$ cat src/rtl/pipe_hazard_ctrl.sv
// Pipeline sequencing controller for the 8-bit five-stage core: load-use stalls,
// EXE-resolved branch flushes, and data-memory freeze with timeout.
module pipe_hazard_ctrl #(
   parameter int unsigned TIMEOUT = 15
) (
   input  logic       i_clk,
   input  logic       i_rst,
   input  logic [2:0] i_id_rs1,
   input  logic [2:0] i_id_rs2,
   input  logic       i_id_use1,
   input  logic       i_id_use2,
   input  logic       i_exe_memRd,
   input  logic [2:0] i_exe_rd,
   input  logic       i_br_taken,
   input  logic       i_mem_memRd,
   input  logic       i_mem_memWr,
   input  logic       i_mem_ready,
   output logic       o_pc_en,
   output logic       o_ifid_en,
   output logic       o_idexe_en,
   output logic       o_exemem_en,
   output logic       o_ifid_flush,
   output logic       o_idexe_flush,
   output logic       o_memwb_flush,
   output logic       o_mem_req,
   output logic       o_mem_timeout,
   output logic [7:0] o_stall_cnt
);

   typedef enum logic [0:0] {StRun, StMemWait} state_e;

   localparam logic [7:0] TimeoutVal = 8'(TIMEOUT);

   state_e     r_state;
   state_e     w_state_d;
   logic [7:0] r_wait_cnt;
   logic [7:0] w_wait_cnt_d;
   logic       r_mem_timeout;
   logic       w_mem_timeout_d;
   logic [7:0] r_stall_cnt;
   logic [7:0] w_stall_cnt_d;

   logic w_acc;
   logic w_lu;
   logic w_at_limit;
   logic w_rel;
   logic w_freeze;

   always_comb begin
      w_acc      = i_mem_memRd | i_mem_memWr;
      w_lu       = i_exe_memRd & ((i_id_use1 & (i_id_rs1 == i_exe_rd)) |
                                  (i_id_use2 & (i_id_rs2 == i_exe_rd)));
      w_at_limit = (r_state == StMemWait) && (r_wait_cnt == TimeoutVal);
      w_rel      = i_mem_ready | w_at_limit;
      w_freeze   = w_acc & ~w_rel;
   end

   // Pipeline controls; freeze outranks branch, branch outranks load-use.
   always_comb begin
      o_pc_en       = 1'b1;
      o_ifid_en     = 1'b1;
      o_idexe_en    = 1'b1;
      o_exemem_en   = 1'b1;
      o_ifid_flush  = 1'b0;
      o_idexe_flush = 1'b0;
      o_memwb_flush = 1'b0;
      o_mem_req     = w_acc;
      if (i_rst) begin
         o_ifid_flush  = 1'b1;
         o_idexe_flush = 1'b1;
         o_memwb_flush = 1'b1;
         o_mem_req     = 1'b0;
      end else if (w_freeze) begin
         o_pc_en       = 1'b0;
         o_ifid_en     = 1'b0;
         o_idexe_en    = 1'b0;
         o_exemem_en   = 1'b0;
         o_memwb_flush = 1'b1;
      end else if (i_br_taken) begin
         o_ifid_flush  = 1'b1;
         o_idexe_flush = 1'b1;
      end else if (w_lu) begin
         o_pc_en       = 1'b0;
         o_ifid_en     = 1'b0;
         o_idexe_flush = 1'b1;
      end
   end

   always_comb begin
      w_state_d       = r_state;
      w_wait_cnt_d    = r_wait_cnt;
      w_mem_timeout_d = r_mem_timeout;
      unique case (r_state)
         StRun: begin
            w_wait_cnt_d = 8'd0;
            if (w_acc && !i_mem_ready) begin
               w_state_d = StMemWait;
            end
         end
         StMemWait: begin
            if (w_rel) begin
               w_state_d    = StRun;
               w_wait_cnt_d = 8'd0;
            end else begin
               w_wait_cnt_d = r_wait_cnt + 8'd1;
            end
            if (w_at_limit && !i_mem_ready) begin
               w_mem_timeout_d = 1'b1;
            end
         end
         default: begin
            w_state_d    = StRun;
            w_wait_cnt_d = 8'd0;
         end
      endcase
   end

   always_comb begin
      w_stall_cnt_d = r_stall_cnt;
      if (!o_pc_en && (r_stall_cnt != 8'hFF)) begin
         w_stall_cnt_d = r_stall_cnt + 8'd1;
      end
   end

   always_ff @(posedge i_clk) begin
      if (i_rst) begin
         r_state       <= StRun;
         r_wait_cnt    <= 8'd0;
         r_mem_timeout <= 1'b0;
         r_stall_cnt   <= 8'd0;
      end else begin
         r_state       <= w_state_d;
         r_wait_cnt    <= w_wait_cnt_d;
         r_mem_timeout <= w_mem_timeout_d;
         r_stall_cnt   <= w_stall_cnt_d;
      end
   end

   assign o_mem_timeout = r_mem_timeout;
   assign o_stall_cnt   = r_stall_cnt;

endmodule
$ cat config.mk
export PLATFORM = sky130hd
export DESIGN_NAME = pipe_hazard_ctrl
export DESIGN_NICKNAME = d
export VERILOG_FILES = /design/src/rtl/pipe_hazard_ctrl.sv
export SDC_FILE = /design/constraint.sdc
export NUM_CORES = 1
export LEC_CHECK = 0
export ABC_AREA = 1
export CAP_MARGIN = 20
export CORE_ASPECT_RATIO = 0.7
export CORE_MARGIN = 10
export CORE_UTILIZATION = 40
export CTS_CLUSTER_SIZE = 24
export DETAILED_ROUTE_END_ITERATION = 16
export PLACE_DENSITY = 0.83
export SYNTH_ARGS = -nofsm -noshare
export SYNTH_HDL_FRONTEND = slang
export SYNTH_SLANG_ARGS = --single-unit
$ cat constraint.sdc
create_clock -name i_clk -period 1.54 [get_ports i_clk]
set_clock_uncertainty 0.15 [all_clocks]
set_input_delay 0.231 -clock i_clk [delete_from_list [all_inputs] [get_ports i_clk]]
set_output_delay 0.231 -clock i_clk [all_outputs]
set_load 0.02 [all_outputs]
# After elaboration in Yosys (flattened, before gate mapping)
# Cells that the tools add are included.
# totals
regBits,18
inputBits,18
out_inout_bits,17
wordCells,47
# classes
add_sub_neg,2
n_eq_ne,4
muxes,21
n_bitwise,9
n_reduce_logical,7
# op_table
op,count
1-bit 2-to-1 mux,18
8-bit by 1-bit adder with 8-bit output (second input constant),2
8-bit case mux with 2 select lines,1
8-bit by 4-bit == test with 1-bit output (second input constant),1
8-bit 2-to-1 mux,1
8-bit inequality test (second input constant),1
3-bit == test,2
1-bit bitwise AND,4
1-bit logical AND,4
1-bit bitwise OR,3
1-bit logical NOT,2
1-bit NOT,2
1-bit case mux with 2 select lines,1
2-bit AND reduction,1

# Depth between registers and ports, before layout
# Gate-level depths: netlist (run 1).
# logic_depth
word_depth,10
depth_mapped,12
depth_no_buf,12

# Worst setup path after synthesis (run 1)
# OpenSTA, ideal clock, no wires.
# synth_timing
path_kind,register to output
from,register r_wait_cnt[0]
to,output o_pc_en
arrival_ns,1.566
required_time_ns,1.159
slack_ns,-0.407
stages_incl_launch_ff,10
cell_sequence,dfxtp_1 -> ha_1 -> nand3_2 -> nor2_4 -> nand3_4 -> nand3_4 -> nand2_4 -> buf_6 -> nand2_1 -> buf_4
# synth_between
elab_chain_cells,7
# synth_lines
item,line_no,text
"start, declared",36,logic [7:0] r_wait_cnt;
"start signal, assigned",133,r_wait_cnt <= w_wait_cnt_d;
8-bit by 4-bit == test with 1-bit output,53,w_at_limit = (r_state == StMemWait) && (r_wait_cnt == TimeoutVal);
1-bit logical AND,53,
1-bit bitwise OR,54,w_rel = i_mem_ready | w_at_limit;
1-bit NOT,55,w_freeze = w_acc & ~w_rel;
1-bit bitwise AND,55,
1-bit 2-to-1 mux (2 in a row),-,
"end, declared",18,"output logic o_pc_en,"
# Every way passes these cells.

# Final worst setup path (run 1)
# layout_timing
from,register r_wait_cnt[0]
to,output o_ifid_en
# layout_between
elab_chain_cells,7
# layout_lines
item,line_no,text
8-bit by 4-bit == test with 1-bit output,53,
1-bit logical AND,53,
1-bit bitwise OR,54,
1-bit NOT,55,
1-bit bitwise AND,55,
1-bit 2-to-1 mux,73,end else if (w_freeze) begin
1-bit 2-to-1 mux,68,if (i_rst) begin
"end, declared",19,"output logic o_ifid_en,"
# Every way passes these cells.

==> qor.yml, run 1 <==
status:
  status: "finished, violations left"
  failed_checks: "setup timing"
timing:
  drv_slew: 0
  worstMarginPinSlew_ps: 239.7
  slew_headroom_pct: 83.94
  timing.final.crit_period_ps: 1849
  setup_viol: 23
  final_critical_path_setup_slack_ps: -308.8
  final.period_utilization_pct: 120.0
  report.final.hold_viol_count: 0
  achievable-frequency_mhz: 540.9
  setup_total_negative_slack_ps: -3541
  grt_setup_unrepaired: "true"
routing:
  antenna_left: 0
  initialDrtViolationCount: 35
  route.vias.total: 1207
  vias_per_cell: 4.733
  routed_wl_um: 3290
  wl_per_cell_um: 12.90
  drt_pre_antenna_iters: 4
  route.detailed.drc: 0
global_routing:
  grt_antenna_before_repair: 0
  global_route_wire_length_before_repair_um: 5030
  globalRouteOverflowTotal: 0
  via_count_of_the_first_global_routing_pass: 1126
  pin_count_of_the_biggest_net_entering_global_routing: 11
  grt_usage_pct: 10.68
synth:
  syn_area_per_cell_um2: 7.393
  synth_ff_type: "sky130_fd_sc_hd__dfxtp_1"
  post_synth_instance_area_um2: 1139
  ys_seq_area_share_pct: 31.65
  synthArstFlopShare_pct: 0
  post-synth-top-area-fraction_pct: 31.65
  synthesis.yosys.warnings: 0
  yosys.cell_types.count: 30
  ys_top_cells_by_count: "39 x sky130_fd_sc_hd__nand2_1, 21 x sky130_fd_sc_hd__inv_1, 20 x sky130_fd_sc_hd__nor2_1"
  synth_area_leader_cell: "sky130_fd_sc_hd__dfxtp_1"
  synthTopCellsByArea: "sky130_fd_sc_hd__dfxtp_1 32%, sky130_fd_sc_hd__nand2_1 13%, sky130_fd_sc_hd__inv_1 6.9%, sky130_fd_sc_hd__nor2_1 6.6%, sky130_fd_sc_hd__nand3_4 4.6%"
  most_frequent_cell_after_synthesis: "sky130_fd_sc_hd__nand2_1"
  yosys_register_bits: 18
  post_synth_inst_count: 154
  synth_edf_count: 0
  synthesis.nets: 174
clock_network:
  cts_buffers: 3
  cts_root_buffer: "sky130_fd_sc_hd__clkbuf_8"
  worst_skew_pair_latency_ps: 260
  cts_tree: "done"
  htree_num_levels: 1
  hold_buffers: 0
  clk_transition_reported_paths_ps: 70
  cts.sink_count: 18
  clk_path_buf_depth: 2
finish:
  num-fill-cells: 209
  total_number_of_nets_in_the_final_design: 240
  stdcell_count: 255
  final_layout_size_suffix_gt1_share_pct: 38.81
  area.growth.synth_to_final_pct: 71.10
  multi_input_combinational_cell_area_um2: 778.2
  finish.instance_area_um2: 1948
  antenna_cells: 0
  register_area_um2: 365.4
critical_path:
  crit_path_frequent_cell: "sky130_fd_sc_hd__nand3_4"
  end_kind: "output port"
  classification_of_the_worst_setup_path: "flip-flop to output port"
  critPathMaxFanout: 4
  cp_top_family: "simple AND/OR/NAND/NOR gates"
  crit_buf_inv: 1
  cpMaxStageDelayCell: "sky130_fd_sc_hd__dfxtp_2"
  timing.critical_path.arrival_ps: 1470
  critPathLaunchType: "flip-flop"
  cp_data_required_time_ps: 1160
  slowest_delay_ps: 350
  cp_cell_sequence: "ha_4 > nand3_4 > nor2_4 > nand3_4 > nand3_4 > nand2_8 > nand2_8 > buf_6"
floorplanning:
  design.die.area_um2: 5415
  placementRows: 16
  ioPinCount: 35
  coreArea_um2: 2763
  initial_utilization_pct: 41.21
  floorplan.die.width_um: 83.77
  die_height_um: 64.64
place:
  gpl.final_weighted_congestion: 0.8262
  hpwl_um: 2305
  dpl_worst_slack_ps: -748.2
  detailed_place.area_um2: 1707
  io_buffer_count: 34
  numPlacedInstances: 243
power_and_ir_drop:
  power_leakage_nw: 0.9254
  design_power_total_mw: 1.168
  total_power_per_unit_cell_area_nw_per_um2: 599.3
  maximum_ir_drop_on_the_vdd_rail_v: 0.0007369
run:
  cap_viol_max_count: 0
hold_path:
  min_path_type: "flip-flop to flip-flop"
==> through the flow <==
stage / utilization (%) / hold slack [ps]
5_1_grt: 70.52 / 352.1
3_5_place_dp: 61.78 / 314.0
2_1_floorplan: - / 270.3
3_3_place_gp: 61.78 / 306.1
6_report: 70.52 / 321.1
4_1_cts: 65.13 / 326.2
==> sequential cells by signal, summed over array words and instances, names as in the netlist <==
name	count
r_state	1
o_stall_cnt	8
r_wait_cnt	8
o_mem_timeout	1
==> report_power, final <==
group	internal, mW	total [mW]	leakage [nW]	switching (mW)
sequential	0.472	0.476	0.147	0.00415
combinational	0.151	0.302	0.749	0.150
clock	0.228	0.390	0.0288	0.162
==> worst reg2reg max path, cell delays in order (launching register included) <==
cell and delay, ps:
sky130_fd_sc_hd__dfxtp_2 350, sky130_fd_sc_hd__ha_4 150, sky130_fd_sc_hd__nand3_4 90, sky130_fd_sc_hd__nor2_4 120, sky130_fd_sc_hd__nand3_4 110, sky130_fd_sc_hd__nand3b_4 140
sky130_fd_sc_hd__nand2_8 70, sky130_fd_sc_hd__buf_8 140, sky130_fd_sc_hd__nand3_4 140, sky130_fd_sc_hd__nand2_1 90, sky130_fd_sc_hd__a21oi_2 140
==> area by class of cell <==
type	count	share of cell area, %
Sequential cell	18	18.75
Clock buffer	4	2.826
Timing Repair Buffer	65	31.92
Multi-Input combinational cell	110	39.95
Tap cell	36	2.312
Inverter	22	4.239
==> placed cells by master (no fill, tap or decap), types with 6 or more instances in the layout <==
cell,Yosys,layout
sky130_fd_sc_hd__nor2_1,20,16
sky130_fd_sc_hd__dlymetal6s2s_1,0,6
sky130_fd_sc_hd__inv_1,21,19
sky130_fd_sc_hd__nand2_2,2,8
sky130_fd_sc_hd__nand4_1,7,7
sky130_fd_sc_hd__dfxtp_1,18,14
sky130_fd_sc_hd__nand2_1,39,32
sky130_fd_sc_hd__buf_6,1,12
sky130_fd_sc_hd__buf_4,2,24
sky130_fd_sc_hd__dlygate4sd2_1,0,15
==> timing repair <==
item | CTS | global route
setup endpoints to repair | 33 | 22
buffers inserted | 3 | 5
cloned | 0 | 0
pin swaps | 9 | 15
resized for setup | 68 | 30
==> worst paths after layout <==
kind | from | endpoint | slack [ps] | cells after the start
max | r_wait_cnt[0]$_SDFF_PP0_ | o_ifid_en | -310 | 8
min | o_mem_timeout$_SDFFE_PP0P_ | o_mem_timeout$_SDFFE_PP0P_ | 320 | 1
max reg2reg | r_wait_cnt[0]$_SDFF_PP0_ | o_stall_cnt[3]$_SDFFE_PP0P_ | -200 | 10
min reg2reg | o_mem_timeout$_SDFFE_PP0P_ | o_mem_timeout$_SDFFE_PP0P_ | 320 | 1
==> metal layers <==
metal / GRT usage (%) / up-vias / wire [µm]
met3: 3.745 / 2 / 192
met4: 1.042 / 0 / 8
li1: - / 619 / -
met2: 16.32 / 35 / 1561
met1: 14.53 / 551 / 1528
met5: 0 / - / 0
==> logic make-up (layout without fill, tap and decap cells) <==
| group | count (synthesis) | in the layout | share of synthesized area, % |
|---|---|---|---|
| xor+xnor | 7 | 7 | 5.385 |
| flops | 18 | 18 | 31.65 |
| simple gates | 90 | 90 | 44.07 |
| buf+inv | 26 | 91 | 9.999 |
| compound gates | 11 | 11 | 6.704 |
| fa+ha+maj | 2 | 2 | 2.197 |
Power figures use the tool's default switching activity.
==> inputs of run 2 (changes only) <==
Settings changed: CELL_PAD_IN_SITES_DETAIL_PLACEMENT set to 1, CELL_PAD_IN_SITES_GLOBAL_PLACEMENT set to 2, CORE_UTILIZATION 40 to 22, PLACE_DENSITY 0.83 to 0.8, SKIP_CTS_REPAIR_TIMING set to 1.
==> qor.yml, run 2 (synthesis gave the netlist of run 1 again) <==
clock_network:
  cts.sink_count: 18  # unchanged
  clk_transition_reported_paths_ps: 70  # about the same
  cts_tree: "done"  # unchanged
  htree_num_levels: 1  # unchanged
  cts_buffers: 3  # unchanged
  clk_path_buf_depth: 2  # unchanged
  cts_root_buffer: "sky130_fd_sc_hd__clkbuf_8"  # unchanged
  worst_skew_pair_latency_ps: 250  # was 260 ps
critical_path:
  cpMaxStageDelayCell: "sky130_fd_sc_hd__dfxtp_2"  # unchanged
  timing.critical_path.arrival_ps: 1480  # was 1470 ps
  critPathLaunchType: "flip-flop"  # unchanged
  crit_path_frequent_cell: "sky130_fd_sc_hd__nand3_4"  # unchanged
  r2r_path_start: "r_wait_cnt[0]$_SDFF_PP0_"  # unchanged
  cp_top_family: "simple AND/OR/NAND/NOR gates"  # unchanged
  end_kind: "output port"  # unchanged
  cp_cell_sequence: "ha_4 > nand3_4 > nor2_4 > nand3_4 > nand3b_4 > nand3_2 > nand2_2 > buf_6"  # was ha_4 > nand3_4 > nor2_4 > nand3_4 > nand3_4 > nand2_8 > nand2_8 > buf_6
  critPathMaxFanout: 3  # was 4
  classification_of_the_worst_setup_path: "flip-flop to output port"  # unchanged
  crit_path_start: "r_wait_cnt[0]$_SDFF_PP0_"  # unchanged
  crit_buf_inv: 1  # unchanged
  cp_data_required_time_ps: 1160  # about the same
  slowest_delay_ps: 350  # about the same
hold_path:
  min_path_type: "flip-flop to flip-flop"  # unchanged
  min-delay-start: "o_mem_timeout$_SDFFE_PP0P_"  # unchanged
timing:
  setup_total_negative_slack_ps: -3861  # was -3541 ps
  slew_headroom_pct: 81.86  # was 83.94%
  timing.final.crit_period_ps: 1864  # was 1849 ps
  drv_slew: 0  # unchanged
  fin_worst_hold_slack_ps: 340.3  # was 321.1 ps
  achievable-frequency_mhz: 536.5  # was 540.9 MHz
  worstMarginPinSlew_ps: 270.6  # was 239.7 ps
  final.period_utilization_pct: 121.0  # was 120.0%
  grt_setup_unrepaired: "true"  # unchanged
  report.final.hold_viol_count: 0  # unchanged
  final_critical_path_setup_slack_ps: -323.9  # was -308.8 ps
  setup_viol: 23  # unchanged
finish:
  num-fill-cells: 610  # was 209
  finish.instance_area_um2: 2011  # was 1948 µm²
  mostFrequentLayoutCells: "30 x sky130_fd_sc_hd__nand2_1, 26 x sky130_fd_sc_hd__buf_4, 20 x sky130_fd_sc_hd__inv_1, 20 x sky130_fd_sc_hd__dlymetal6s2s_1, 17 x sky130_fd_sc_hd__nor2_1"  # was 32 x sky130_fd_sc_hd__nand2_1, 24 x sky130_fd_sc_hd__buf_4, 19 x sky130_fd_sc_hd__inv_1
  layout_commonest_cell: "sky130_fd_sc_hd__nand2_1"  # unchanged
  final_layout_size_suffix_gt1_share_pct: 38.07  # was 38.81%
  area.growth.synth_to_final_pct: 76.59  # was 71.10%
  stdcell_count: 287  # was 255
  antenna_cells: 0  # unchanged
  total_number_of_nets_in_the_final_design: 240  # unchanged
place:
  detailed_place.area_um2: 1778  # was 1707 µm²
  io_buffer_count: 34  # unchanged
  gpl.final_weighted_congestion: 0.7061  # was 0.8262
  numPlacedInstances: 280  # was 243
  hpwl_um: 2936  # was 2305 µm
status:
  status: "finished, violations left"  # unchanged
  failed_checks: "setup timing"  # unchanged
power_and_ir_drop:
  maximum_ir_drop_on_the_vdd_rail_v: 0.0003055  # was 0.0007369 V
  design_power_total_mw: 1.102  # was 1.168 mW
  total_power_per_unit_cell_area_nw_per_um2: 547.9  # was 599.3 nW/µm²
  power_leakage_nw: 1.069  # was 0.9254 nW
routing:
  route.vias.total: 1179  # was 1207
  routed-wl-met2_um: 1633  # was 1561 µm
  routed_wl_um: 3660  # was 3290 µm
  topRoutingLayerUsed: "met4"  # unchanged
  drt_pre_antenna_iters: 2  # was 4
  routed-wl-met3_um: 159  # was 192 µm
  initialDrtViolationCount: 23  # was 35
  route.detailed.drc: 0  # unchanged
  wl_per_cell_um: 12.75  # was 12.90 µm
  vias_per_cell: 4.108  # was 4.733
  antenna_left: 0  # unchanged
  met1_wire_length_um: 1817  # was 1528 µm
floorplanning:
  placementRows: 21  # was 16
  die_height_um: 80.19  # was 64.64 µm
  ioPinCount: 35  # unchanged
  floorplan.die.width_um: 106.0  # was 83.77 µm
  initial_utilization_pct: 23.30  # was 41.21%
  design.die.area_um2: 8499  # was 5415 µm²
  coreArea_um2: 4887  # was 2763 µm²
run:
  cap_viol_max_count: 0  # unchanged
global_routing:
  grt_antenna_before_repair: 0  # unchanged
  grt_usage_pct: 8.280  # was 10.68%
  via_count_of_the_first_global_routing_pass: 1224  # was 1126
  globalRouteOverflowTotal: 0  # unchanged
  pin_count_of_the_biggest_net_entering_global_routing: 10  # was 11
  global_route_wire_length_before_repair_um: 5727  # was 5030 µm
[run 2: cell types whose count changed in the layout (fill, tap and decap cells not counted), sizes merged]
cell / delta
clkbuf: -1
dlygate4sd2: -15
clkdlybuf4s50: +1
dlymetal6s2s: +14
[run 2: worst paths after layout]
check / to / slack [ps] / cells past startpoint
setup / recovery: o_idexe_flush / -320 / 8
hold / removal: o_mem_timeout$_SDFFE_PP0P_ / 340 / 1
setup reg to reg: o_stall_cnt[0]$_SDFFE_PP0P_ / -220 / 11
hold reg to reg: o_mem_timeout$_SDFFE_PP0P_ / 340 / 1
[run 2: layout make-up]
| type | instances | area (µm²) | area share, % |
|---|---|---|---|
| clock buffer | 3 | 41.29 | 2.054 |
| inverter | 22 | 82.58 | 4.107 |
| multi-input combinational | 110 | 779.5 | 38.77 |
| sequential | 18 | 365.4 | 18.17 |
| tap | 69 | 86.33 | 4.294 |
| timing repair buffer | 65 | 655.6 | 32.61 |
[run 2: power breakdown]
| part | leakage, nW | switching [mW] | internal (mW) |
|---|---|---|---|
| Combinational | 0.901 | 0.150 | 0.144 |
| Sequential | 0.147 | 0.00481 | 0.472 |
| Clock | 0.0216 | 0.157 | 0.174 |
| Total | 1.07 | 0.312 | 0.790 |
[run 2: through the flow]
| step | setup slack, ps | utilization [%] |
|---|---|---|
| detailed placement | -803.2 | 36.38 |
| global placement | -778.9 | 36.38 |
| finish | -323.9 | 41.14 |
| CTS | -878.6 | 37.22 |
| floorplan | -191.5 | - |
| global route | -417.8 | 41.14 |
[run 2: layer usage]
metal,vias to the layer above,track usage (%)
met5,-,0
met4,0,2.830
met3,4,2.632
met2,25,12.62
met1,536,10.76
li1,614,-
